### config.mk
export PLATFORM = sky130hd
export DESIGN_NAME = mem_rr_scheduler
export DESIGN_NICKNAME = d
export VERILOG_FILES = /design/src/rtl/mem_sched_pkg.sv /design/src/rtl/rr_pick.sv /design/src/rtl/mem_rr_scheduler.sv
export SDC_FILE = /design/constraint.sdc
export NUM_CORES = 1
export LEC_CHECK = 0
export BUFFER_PORTS_ARGS = -buffer_cell sky130_fd_sc_hd__buf_2
export CAP_MARGIN = 15
export CORE_AREA = 2 2 185 187
export DETAILED_ROUTE_END_ITERATION = 10
export DIE_AREA = 0 0 187 189
export GPL_ROUTABILITY_DRIVEN = 0
export PLACE_DENSITY = 0.62
export SYNTH_ARGS = -nofsm -noshare
export SYNTH_HDL_FRONTEND = slang
export SYNTH_SLANG_ARGS = --single-unit
export TNS_END_PERCENT = 20
### constraint.sdc
create_clock -name CLK -period 2.7 [get_ports CLK]
set_input_delay 0.135 -clock CLK [delete_from_list [all_inputs] [get_ports CLK]]
set_output_delay 0.135 -clock CLK [all_outputs]
set_load 0.01 [all_outputs]
### src/rtl/mem_sched_pkg.sv
// Shared definitions for the round-robin memory scheduler: FSM encoding,
// sticky error bit positions and the per-request control width.
package mem_sched_pkg;

  localparam int unsigned NCORES_MAX = 8;
  localparam int unsigned CTRL_W     = 3;

  localparam int unsigned ERR_LEWE     = 0;
  localparam int unsigned ERR_BUSYIDLE = 1;
  localparam int unsigned ERR_TIMEOUT  = 2;

  typedef enum logic [1:0] {
    ST_IDLE  = 2'd0,
    ST_ISSUE = 2'd1,
    ST_WAIT  = 2'd2
  } state_e;

endpackage

### src/rtl/rr_pick.sv
// Combinational rotate-priority picker: returns the first set bit of
// pending when scanning ptr+1, ptr+2, ... modulo NCORES.
module rr_pick
  import mem_sched_pkg::*;
#(
  parameter int unsigned NCORES = 2,
  parameter int unsigned GW     = $clog2(NCORES)
) (
  input  logic [NCORES-1:0] pending,
  input  logic [GW-1:0]     ptr,
  output logic [GW-1:0]     idx,
  output logic              any
);

  // Scan from the slot after the last-served core; the served core itself comes last.
  always_comb begin
    idx = '0;
    any = 1'b0;
    for (int k = 1; k <= int'(NCORES); k++) begin
      if (!any && pending[(int'(ptr) + k) % int'(NCORES)]) begin
        idx = GW'((int'(ptr) + k) % int'(NCORES));
        any = 1'b1;
      end
    end
  end

endmodule

### src/rtl/mem_rr_scheduler.sv
// Round-robin scheduler sharing one memory port between NCORES cores.
// Each core's request is captured into a slot, issued one at a time with a
// busy-rise / busy-fall handshake, and the core is held busy until done.
// Optional: define MEM_SCHED_TIMEOUT_EN to abort an issue whose m_busy never
// rises within TIMEOUT cycles (err[2], read data all-ones).
module mem_rr_scheduler
  import mem_sched_pkg::*;
#(
  parameter int unsigned NCORES  = 2,
  parameter int unsigned AW      = 32,
  parameter int unsigned DW      = 32,
  parameter int unsigned TIMEOUT = 1023
) (
  input  logic                       CLK,
  input  logic                       RST_X,
  input  logic                       en,
  input  logic [NCORES-1:0]          c_le,
  input  logic [NCORES-1:0]          c_we,
  input  logic [NCORES*AW-1:0]       c_addr,
  input  logic [NCORES*DW-1:0]       c_wdata,
  input  logic [NCORES*CTRL_W-1:0]   c_ctrl,
  output logic [NCORES-1:0]          c_busy,
  output logic [NCORES*DW-1:0]       c_rdata,
  output logic                       m_le,
  output logic                       m_we,
  output logic [AW-1:0]              m_addr,
  output logic [DW-1:0]              m_wdata,
  output logic [CTRL_W-1:0]          m_ctrl,
  input  logic                       m_busy,
  input  logic [DW-1:0]              m_rdata,
  output logic [$clog2(NCORES)-1:0]  grant,
  output logic                       grant_vld,
  output logic [2:0]                 err
);

  localparam int unsigned GW = $clog2(NCORES);

  state_e              state_q;
  logic [GW-1:0]       ptr_q;
  logic [GW-1:0]       grant_q;
  logic                grant_vld_q;
  // A pending slot is exactly a busy core: set on capture, cleared on completion.
  logic [NCORES-1:0]   pending_q;
  logic [AW-1:0]       slot_addr_q  [NCORES];
  logic [DW-1:0]       slot_wdata_q [NCORES];
  logic [CTRL_W-1:0]   slot_ctrl_q  [NCORES];
  logic [NCORES-1:0]   slot_we_q;
  logic [NCORES*DW-1:0] rdata_q;
  logic                m_le_q;
  logic                m_we_q;
  logic [AW-1:0]       m_addr_q;
  logic [DW-1:0]       m_wdata_q;
  logic [CTRL_W-1:0]   m_ctrl_q;
  logic [2:0]          err_q;

  logic [GW-1:0]       pick_idx;
  logic                pick_any;

`ifdef MEM_SCHED_TIMEOUT_EN
  localparam int unsigned CW = $clog2(TIMEOUT + 1);
  logic [CW-1:0] tmo_q;
`endif

  rr_pick #(
    .NCORES (NCORES),
    .GW     (GW)
  ) u_pick (
    .pending (pending_q),
    .ptr     (ptr_q),
    .idx     (pick_idx),
    .any     (pick_any)
  );

  // Request capture, issue FSM and registered memory-side outputs.
  always_ff @(posedge CLK) begin
    if (!RST_X) begin
      state_q     <= ST_IDLE;
      ptr_q       <= GW'(NCORES - 1);
      grant_q     <= '0;
      grant_vld_q <= 1'b0;
      pending_q   <= '0;
      slot_we_q   <= '0;
      rdata_q     <= '0;
      m_le_q      <= 1'b0;
      m_we_q      <= 1'b0;
      m_addr_q    <= '0;
      m_wdata_q   <= '0;
      m_ctrl_q    <= '0;
      err_q       <= '0;
      for (int i = 0; i < int'(NCORES); i++) begin
        slot_addr_q[i]  <= '0;
        slot_wdata_q[i] <= '0;
        slot_ctrl_q[i]  <= '0;
      end
`ifdef MEM_SCHED_TIMEOUT_EN
      tmo_q <= '0;
`endif
    end else begin
      // Capture runs alongside issue; a busy core cannot post a second request.
      if (en) begin
        for (int i = 0; i < int'(NCORES); i++) begin
          if (!pending_q[i] && (c_le[i] || c_we[i])) begin
            slot_addr_q[i]  <= c_addr[i*AW +: AW];
            slot_wdata_q[i] <= c_wdata[i*DW +: DW];
            slot_ctrl_q[i]  <= c_ctrl[i*CTRL_W +: CTRL_W];
            slot_we_q[i]    <= c_we[i];
            pending_q[i]    <= 1'b1;
            if (c_le[i] && c_we[i]) err_q[ERR_LEWE] <= 1'b1;
          end
        end
      end

      unique case (state_q)
        ST_IDLE: begin
          if (m_busy) err_q[ERR_BUSYIDLE] <= 1'b1;
          if (en && pick_any) begin
            grant_q     <= pick_idx;
            grant_vld_q <= 1'b1;
            m_le_q      <= ~slot_we_q[pick_idx];
            m_we_q      <= slot_we_q[pick_idx];
            m_addr_q    <= slot_addr_q[pick_idx];
            m_wdata_q   <= slot_wdata_q[pick_idx];
            m_ctrl_q    <= slot_ctrl_q[pick_idx];
            state_q     <= ST_ISSUE;
`ifdef MEM_SCHED_TIMEOUT_EN
            tmo_q       <= '0;
`endif
          end
        end
        ST_ISSUE: begin
          if (m_busy) begin
            m_le_q  <= 1'b0;
            m_we_q  <= 1'b0;
            state_q <= ST_WAIT;
`ifdef MEM_SCHED_TIMEOUT_EN
          end else if (tmo_q == CW'(TIMEOUT - 1)) begin
            // Memory never answered: finish the request with a poisoned result.
            m_le_q                        <= 1'b0;
            m_we_q                        <= 1'b0;
            err_q[ERR_TIMEOUT]            <= 1'b1;
            rdata_q[int'(grant_q)*DW +: DW] <= '1;
            pending_q[grant_q]            <= 1'b0;
            ptr_q                         <= grant_q;
            grant_vld_q                   <= 1'b0;
            state_q                       <= ST_IDLE;
          end else begin
            tmo_q <= tmo_q + 1'b1;
`endif
          end
        end
        ST_WAIT: begin
          if (!m_busy) begin
            if (!slot_we_q[grant_q]) rdata_q[int'(grant_q)*DW +: DW] <= m_rdata;
            pending_q[grant_q] <= 1'b0;
            ptr_q              <= grant_q;
            grant_vld_q        <= 1'b0;
            state_q            <= ST_IDLE;
          end
        end
        default: state_q <= ST_IDLE;
      endcase
    end
  end

  assign c_busy    = pending_q;
  assign c_rdata   = rdata_q;
  assign m_le      = m_le_q;
  assign m_we      = m_we_q;
  assign m_addr    = m_addr_q;
  assign m_wdata   = m_wdata_q;
  assign m_ctrl    = m_ctrl_q;
  assign grant     = grant_q;
  assign grant_vld = grant_vld_q;
  assign err       = err_q;

endmodule

==> results.yml <==
routing:
  first_pass_iters: 5
  drc: 0
  vias: 10000
  drt_iter0_markers: 702
  antenna_left: 0
  drt_wl_total_mm: 36.7
  post_drt_wl_per_cell_um: 18.7
  via_per_inst: 5.13
sta:
  rsz0062_at_grt: "false"
  slew_viol_final: 0
  setup_tns_ns: 0
  max_freq_ghz: 0.461
  whs_ns: 0.0952
  fin_crit_sh: 0.804
  finalSetupViolations: 0
  min_period_ns: 2.17
  setup_ws_ns: 0.529
  worst_pin_slew_ns: 0.804
  max_slew_margin: 0.464
  clock_skew_ns: 0.0274
  hold_viol: 0
final_layout:
  n_fill_cell: 2966
  drive_gt1_frac: 0.288
  nets: 1658
  layout_commonest_cell: "buf_2"
  syn_to_final_growth_pct: 41.7
  final_core_util: 0.490
  fin_cells: 1957
  layout_common_cells: "buf_2, dlygate4sd3_1, dfxtp_1"
  final_area_mm2: 0.0163
grt:
  gr-usage-all-layers: 0.201
  grt_pass1_wl_mm: 56.8
  grt_max_degree: 101
  grt_antenna_before_repair: 1
  first_global_vias: 10200
  overflow: 0
floorplanning:
  dieHeight_um: 189
  core-area_mm2: 0.0333
  dieArea_mm2: 0.0353
  die_width_um: 187
  start_util: 0.346
  ios: 314
  rows: 67
critical_path:
  critPathBufInv: 2
  cp_slowest_cell: "dlygate4sd3_1"
  crit_required_ns: 3.15
  critPathMostFrequentCell: "dlygate4sd3_1"
  critPathKind: "register to register"
  cp-start-kind: "register"
  end_kind: "register"
  critPathMaxStageDelay_ns: 0.58
  path_cells: "and2b_1 > nand3_1 > dlygate4sd3_1 > a21oi_1 > dlygate4sd3_1"
  worstPathArrival_ns: 2.62
  worstPathMaxFanout: 7
  crit_family: "buffers and inverters"
clock_network:
  clk_path_buf_depth: 3
  clk_pin_slew_worst_paths_ns: 0.06
  cts_sinks: 278
  htreeDepth: 1
  cts-root-buf: "clkbuf_16"
  clk_latency_ns: 0.58
  cts_tree: "done"
  postCtsSetupBuffers: 0
  cts_buffers: 30
place:
  placed_area_mm2: 0.0134
  place_ws_ns: 0.623
  dp.cells: 1725
  port-buffer-count: 312
  dp_hpwl_mm: 21.9
pwr:
  power_density_mw_per_mm2: 673
  p_leak_nw: 6.32
  power_mw: 11.0
  vdd_ir_drop_max_v: 0.000532
yosys:
  synth.cell_area_mm2: 0.0115
  syn-instance-count: 1044
  synth_cell_types: 44
  ys_seq_area_frac: 0.600
  synth_nets: 1218
  synth-seq-cells: 278
  syn_avg_cell_area_um2: 11.0
  ys_warn_count: 0
job:
  maxCapViolCount: 0
worst_hold_path:
  hold_path_class: "input port to register"
status:
  status: "completed"
logic make-up after synthesis:
| group | after synthesis | synth area share |
|---|---|---|
| XOR/XNOR | 1 | 0.000761 |
| multiplexers | 1 | 0.000869 |
| AND/OR/NAND/NOR | 370 | 0.183 |
| AO/OA/AOI/OAI | 279 | 0.161 |
| flip-flops | 278 | 0.600 |
| other | 1 | 0.000326 |
| buffers and inverters | 114 | 0.0550 |
synthesized netlist by cell type (all sizes together):
library cell / instances / area (um^2)
and4bb: 1 / 12.5
or3b: 3 / 28.8
and3: 1 / 6.26
conb: 1 / 3.75
o21ai: 65 / 325
nand4bb: 1 / 11.3
nand2: 141 / 529
mux2i: 1 / 10.0
or4b: 1 / 13.8
buf: 58 / 423
edfxtp: 134 / 4020
nand3b: 2 / 15.0
a31oi: 1 / 6.26
a21bo: 1 / 10.0
clkbuf: 53 / 199
nor3b: 135 / 1020
nor3: 3 / 15.0
o2bb2ai: 1 / 8.76
nor4b: 1 / 23.8
xor2: 1 / 8.76
and2b: 2 / 15.0
a21boi: 1 / 11.3
and2: 1 / 6.26
nand3: 70 / 350
a22oi: 2 / 28.8
a21oi: 139 / 696
nor2: 5 / 35.0
or2: 3 / 18.8
o21a: 1 / 7.51
a311oi: 67 / 749
inv: 2 / 7.51
o22ai: 1 / 6.26
clkinv: 1 / 3.75
dfxtp: 144 / 2880
tightest hold or removal path: cells and delay by family:
family | cells | cell delay (ns)
AOI/OAI and AO/OA | 1 | 0.08
buffers and inverters | 1 | 0.10
and+or+nand+nor | 2 | 0.28
timing repair:
item | CTS | global route
resized for setup | 0 | 0
hold buffers | 175 | 0
endpoints found under the hold margin | 209 | 0
endpoints found under the setup margin | 0 | 0
flip-flops by register name, indices dropped and copies added (netlist names), 2 cells and up:
signal	flops
c_busy	2
c_rdata	64
err	2
m_addr	32
m_ctrl	3
m_wdata	32
slot_addr_q	64
slot_ctrl_q	6
slot_wdata_q	64
slot_we_q	2
state_q	2
routing by layer:
| metal | global-route usage | vias to the layer above | share of wire |
|---|---|---|---|
| met5 | 0 | - | 0 |
| li1 | - | 4725 | - |
| met3 | 0.0471 | 78 | 0.076 |
| met2 | 0.347 | 420 | 0.49 |
| met4 | 0.0757 | 0 | 0.036 |
| met1 | 0.244 | 4822 | 0.40 |
power by group:
group	leakage [nW]	internal, mW	switching (mW)
combinational	3.17	0.635	0.831
sequential	2.60	4.74	0.119
clock	0.542	2.90	1.76
cell type report:
class	count	area, um^2	area share
Antenna cell	1	2.50	0.000153
Clock buffer	39	815	0.0499
Clock inverter	17	317	0.0194
Inverter	3	18.8	0.00115
Multi-Input combinational cell	652	4010	0.246
Sequential cell	278	6910	0.423
Tap cell	448	561	0.0343
Timing Repair Buffer	519	3690	0.226
final timing paths:
check | start | to | slack (ns) | cells after the start
max | c_busy[0]$_SDFF_PN0_ | err[0]$_SDFFE_PN0P_ | 0.53 | 5
min | c_le[1] | c_busy[1]$_SDFF_PN0_ | 0.1 | 4
min reg2reg | grant_vld$_SDFFE_PN0P_ | grant_vld$_SDFFE_PN0P_ | 0.45 | 2
max reg2reg | c_busy[0]$_SDFF_PN0_ | err[0]$_SDFFE_PN0P_ | 0.53 | 5
No activity file was read; power rests on OpenSTA's default activity.
